<file path="config.mk">
export PLATFORM = sky130hd
export DESIGN_NAME = adc_frame_capture
export DESIGN_NICKNAME = d
export VERILOG_FILES = /design/src/rtl/adc_frame_capture.sv
export SDC_FILE = /design/constraint.sdc
export NUM_CORES = 1
export LEC_CHECK = 0
export CAP_MARGIN = 0
export CORE_MARGIN = 2
export CORE_UTILIZATION = 31
export CTS_CLUSTER_DIAMETER = 50
export DETAILED_ROUTE_END_ITERATION = 6
export GPL_ROUTABILITY_DRIVEN = 1
export PLACE_DENSITY = 0.52
export SETUP_SLACK_MARGIN = 0.5
export SLEW_MARGIN = 20
export SYNTH_ARGS = -nofsm -noshare
export SYNTH_HDL_FRONTEND = slang
export SYNTH_SLANG_ARGS = --single-unit
</file>
<file path="constraint.sdc">
create_clock -name clk -period 3.2 [get_ports clk]
set_input_delay 0.64 -clock clk [delete_from_list [all_inputs] [get_ports clk]]
set_output_delay 0.64 -clock clk [all_outputs]
set_load 0.02 [all_outputs]
</file>
<file path="src/rtl/adc_frame_capture.sv">
// Purpose: reads three XADC aux channels over DRP per eoc and publishes vout plus a saturated flying-cap difference.
// Latency: den one cycle after eoc; each drdy captured on its own edge; frame_valid one cycle after the third capture.
// Backpressure: none; eoc outside IDLE is dropped and flagged, a missing drdy times out and drops the partial frame.
module adc_frame_capture #(
    parameter logic [6:0] ADDR_CH0       = 7'h17,
    parameter logic [6:0] ADDR_CH1       = 7'h1E,
    parameter logic [6:0] ADDR_CH2       = 7'h1F,
    parameter int         TIMEOUT_CYCLES = 64
) (
    input  logic        clk,
    input  logic        rst_n,
    input  logic        eoc,
    input  logic        drdy,
    input  logic [15:0] do_in,
    input  logic        clear_err,
    output logic        den,
    output logic [6:0]  daddr,
    output logic [15:0] vout,
    output logic [15:0] vfc,
    output logic        frame_valid,
    output logic        err_timeout,
    output logic        err_overrun
);

    typedef enum logic [1:0] {
        S_IDLE   = 2'd0,
        S_REQ    = 2'd1,
        S_WAIT   = 2'd2,
        S_COMMIT = 2'd3
    } state_t;

    localparam int CW = $clog2(TIMEOUT_CYCLES + 1);
    localparam logic [CW-1:0] CNT_LIMIT = CW'(TIMEOUT_CYCLES - 1);

    state_t         state_q, state_d;
    logic [1:0]     ch_q, ch_d;
    logic [CW-1:0]  cnt_q, cnt_d;
    logic [15:0]    raw0_q, raw0_d;
    logic [15:0]    raw1_q, raw1_d;
    logic [15:0]    raw2_q, raw2_d;
    logic [15:0]    vout_q, vout_d;
    logic [15:0]    vfc_q, vfc_d;
    logic           den_q, den_d;
    logic           fv_q, fv_d;
    logic           err_to_q, err_to_d;
    logic           err_ov_q, err_ov_d;

    // Channel address decode; ch only changes on the capture edge, so daddr is stable across a transaction.
    always_comb begin
        case (ch_q)
            2'd1:    daddr = ADDR_CH1;
            2'd2:    daddr = ADDR_CH2;
            default: daddr = ADDR_CH0;
        endcase
    end

    // Next-state logic: DRP sequencing, capture, commit and sticky error flags.
    always_comb begin
        state_d  = state_q;
        ch_d     = ch_q;
        cnt_d    = cnt_q;
        raw0_d   = raw0_q;
        raw1_d   = raw1_q;
        raw2_d   = raw2_q;
        vout_d   = vout_q;
        vfc_d    = vfc_q;
        den_d    = 1'b0;
        fv_d     = 1'b0;
        // A flag raised in the same cycle as clear_err wins because the set below overrides this.
        err_to_d = err_to_q & ~clear_err;
        err_ov_d = err_ov_q & ~clear_err;

        case (state_q)
            S_IDLE: begin
                if (eoc) begin
                    state_d = S_REQ;
                    den_d   = 1'b1;
                end
            end
            S_REQ: begin
                if (eoc) err_ov_d = 1'b1;
                cnt_d   = '0;
                state_d = S_WAIT;
            end
            S_WAIT: begin
                if (eoc) err_ov_d = 1'b1;
                // drdy on the limit cycle still counts as a capture.
                if (drdy) begin
                    case (ch_q)
                        2'd0: begin
                            raw0_d  = do_in;
                            ch_d    = 2'd1;
                            state_d = S_IDLE;
                        end
                        2'd1: begin
                            raw1_d  = do_in;
                            ch_d    = 2'd2;
                            state_d = S_IDLE;
                        end
                        default: begin
                            // Third sample goes straight into the outputs so frame_valid and the new
                            // values appear together in the COMMIT cycle.
                            raw2_d  = do_in;
                            ch_d    = 2'd0;
                            state_d = S_COMMIT;
                            vout_d  = raw1_q;
                            vfc_d   = (raw0_q >= do_in) ? (raw0_q - do_in) : 16'h0000;
                            fv_d    = 1'b1;
                        end
                    endcase
                end else if (cnt_q == CNT_LIMIT) begin
                    err_to_d = 1'b1;
                    ch_d     = 2'd0;
                    state_d  = S_IDLE;
                end else begin
                    cnt_d = cnt_q + 1'b1;
                end
            end
            default: begin
                // COMMIT does not start a new read; an eoc here is an overrun.
                if (eoc) err_ov_d = 1'b1;
                state_d = S_IDLE;
            end
        endcase
    end

    // State and registered outputs; reset aborts any transaction in flight.
    always_ff @(posedge clk or negedge rst_n) begin
        if (!rst_n) begin
            state_q  <= S_IDLE;
            ch_q     <= 2'd0;
            cnt_q    <= '0;
            raw0_q   <= 16'h0000;
            raw1_q   <= 16'h0000;
            raw2_q   <= 16'h0000;
            vout_q   <= 16'h0000;
            vfc_q    <= 16'h0000;
            den_q    <= 1'b0;
            fv_q     <= 1'b0;
            err_to_q <= 1'b0;
            err_ov_q <= 1'b0;
        end else begin
            state_q  <= state_d;
            ch_q     <= ch_d;
            cnt_q    <= cnt_d;
            raw0_q   <= raw0_d;
            raw1_q   <= raw1_d;
            raw2_q   <= raw2_d;
            vout_q   <= vout_d;
            vfc_q    <= vfc_d;
            den_q    <= den_d;
            fv_q     <= fv_d;
            err_to_q <= err_to_d;
            err_ov_q <= err_ov_d;
        end
    end

    assign den         = den_q;
    assign vout        = vout_q;
    assign vfc         = vfc_q;
    assign frame_valid = fv_q;
    assign err_timeout = err_to_q;
    assign err_overrun = err_ov_q;

endmodule

</file>
==> impl_metrics.toml <==
[setup_path]
cp.required_ps = 3440
path_delay_family = "compound AO/OA/AOI/OAI gates"
reg2reg_from = "raw0_q[0]"
critical_path_buf_inv_count = 1
cp-end-kind = "register"
critPathSlowestCell = "clkdlybuf4s50_1"
worst_setup_path_start_kind = "primary input"
crit_type = "primary input to register"
r2r_cells = 9
crit_fanout = 11
path_cells = "clkdlybuf4s50_1, ha_1, fa_1, nand2b_4, a21oi_4, o31ai_4, a31oi_4, nor2_4, o41ai_2"
cpPeakStageDelay_ps = 450
r2r_slack_ps = 1010
cp.arrival_ps = 2840
reg2reg_to = "vfc[4]"

[floorplanning]
die_w_um = 118
core_area_um2 = 12700
ios = 64
die_area_um2 = 14000
placementRows = 41
start_util_pct = 31.9
die_h_um = 118

[clock_tree]
cts-htree-levels = 3
clk_pin_slew_ps = 60
cts_buffer_depth = 2
cts_hold_buf = 0
cts_root_buf = "clkbuf_16"
cts_tree = "done"
numCtsBuffers = 9
clock_latency_ps = 340
cts_sinks = 79

[synthesis]
synth_top_area_share_pct = 48.7
synth_area_per_cell_um2 = 9.47
synth-seq-cells = 79
synthFlopType = "dfrtp_1"
yosys_warnings = 0
synth_top_area_cell = "dfrtp_1"
synth_edf_count = 0
synth-seq-area-share_pct = 48.7
syn-instance-count = 429
async_flop_share_pct = 100
synth.area.top_cells = "dfrtp_1 49%, nand2_1 11%, ha_1 6.5%, o21ai_0 5.4%, o31ai_2 3.4%"
yosysUniqueCellTypes = 52
synthesis.area_um2 = 4060

[pwr]
p_per_area_nw_per_um2 = 988
switching_power_uw = 1950
pwr-share-clk_pct = 23.0
seqPwrFrac_pct = 31.9
power_leakage_uw = 0.00238
ir_worst_vdd_v = 0.000384
total_power_uw = 5100
internal-power_uw = 3150
swShare_pct = 38.3
power_frac_comb_pct = 45.0

[routing]
drt_first_pass_iters = 4
drt-total-wl_um = 8930
ant_nets = 0
via_per_inst = 4.58
drc = 0
wl_per_cell_um = 13.5
drt_iter0_markers = 147
vias = 3034

[timing]
finalHoldViolCount = 0
post-route-period-util_pct = 81.5
maxSlewHeadroom_pct = 51.0
worst_pin_slew_ps = 735
drv_slew = 0
finalCriticalPeriod_ps = 2610
setup_viol = 0
rsz0062_at_grt = "yes"
holdWs_ps = 336
fin_skew_ps = 6.74
max_freq_mhz = 383
fin_setup_tns_ps = 0

[grt]
antenna_found_initial = 0
grt_max_degree = 80
grt_overflow = 0
grt_util_all_layers_pct = 13.4
grt_pass1_vias = 2990
grt_pass1_wl_um = 14900

[cells_and_area]
utilization_pct = 40.6
final_cells = 663
area_delta_synth_final_pct = 27.0
diodes = 0
layout.nets = 529
drive_gt1_share_pct = 11.8

[placement]
gp_congestion = 0.835
place_inst = 646
place_hpwl_um = 6340
io_buffer_count = 58

[hold_path]
hp-class = "primary input to async pin"

[job]
cap_viol_max_count = 0

[run_status]
status = "finished clean"
## worst max-delay path by stage
stage          startpoint  cells past startpoint       to
3_3_place_gp     do_in[0]                      9   vfc[4]
4_1_cts          do_in[0]                      9   vfc[4]
2_1_floorplan    do_in[0]                      9  vfc[11]
6_report         do_in[0]                      9   vfc[4]
5_1_grt          do_in[0]                      9   vfc[4]
3_5_place_dp     do_in[0]                      9   vfc[8]
## sequential cells by signal, summed over array words and instances, names as in the netlist
name,cells
ch_q,2
cnt_q,7
den,1
err_overrun,1
err_timeout,1
frame_valid,1
raw0_q,16
raw1_q,16
state_q,2
vfc,16
vout,16
## synth_stat cells (all sizes together) (2+ instances only)
master	count
nand2	120
dfrtp	79
o21a	3
a21o	3
or2	2
ha	21
o31ai	15
nand3	7
nand4	3
inv	24
xnor2	8
xor2	6
nor4	3
buf	14
nand2b	4
and2	3
a21oi	16
conb	2
o41ai	2
clkbuf	8
o21ai	52
nor2b	2
nor2	13
mux2	2
nor3	3
## layout make-up
type / instances / area [µm²]
timing repair buffer: 65 / 634
clock buffer: 10 / 229
fill: 1319 / 7560
multi-input combinational: 306 / 1900
sequential: 79 / 1980
inverter: 25 / 95.1
clock inverter: 6 / 109
tap: 172 / 215
## routing by layer
layer  wire length [µm]  vias up  GRT usage, %
li1                   -     1542             -
met1               4230     1424          17.1
met2               4160       54          21.4
met3                359       14          4.15
met4                182        0          5.21
met5                  0        -             0
## power groups by stage
stage / Sequential (µW) / Clock, µW / Combinational, µW
detailed placement: 1650 / 0 / 2260
finish: 1630 / 1180 / 2300
CTS: 1640 / 1210 / 2290
global route: 1690 / 1260 / 2550
floorplan: 1830 / 0 / 1310
global placement: 1650 / 0 / 2250
## kinds of logic (layout without fill, tap and decap cells)
| family | Yosys count | after routing | synth area share [%] |
|---|---|---|---|
| AOI/OAI and AO/OA | 98 | 98 | 17.3 |
| xor gates and xnor gates | 14 | 14 | 3.02 |
| adders and majority gates | 22 | 22 | 6.96 |
| buffers and inverters | 47 | 106 | 5.70 |
| DFF | 79 | 79 | 48.7 |
| muxes | 2 | 2 | 0.554 |
| other | 2 | 5 | 0.185 |
| and+or+nand+nor | 165 | 165 | 17.6 |
## cells in the final DEF, fill, tap and decap left out, types with 2 or more instances in the layout
cell	instances
a21o_1	3
nand2_1	120
nand3_1	7
clkdlybuf4s50_1	57
nand4_1	3
o21ai_0	44
o41ai_2	2
and2_1	3
a21oi_2	2
xnor2_1	8
o21ai_1	7
o31ai_1	3
clkinv_2	3
nor2_1	11
nor2b_1	2
xor2_1	6
dfrtp_1	79
a21oi_4	2
inv_1	23
bufinv_16	3
nand2b_1	3
ha_1	21
clkbuf_16	9
o21a_1	3
conb_1	5
a21oi_1	12
buf_4	7
mux2_2	2
nor3_2	2
o31ai_2	11
## repair_timing
action,in CTS,in global routing
pin swaps,0,1
setup buffers,0,1
gates cloned,0,0
resized for setup,1,4
setup endpoints to repair,11,5
## metrics by stage
| step | area, µm² | worst slack (ps) |
|---|---|---|
| 2_1_floorplan | 4070 | 840 |
| 3_3_place_gp | 4780 | 125 |
| 3_5_place_dp | 4780 | 36.2 |
| 4_1_cts | 5120 | 551 |
| 5_1_grt | 5160 | 485 |
| 6_report | 5160 | 592 |
(Power assumes the default switching activity.)
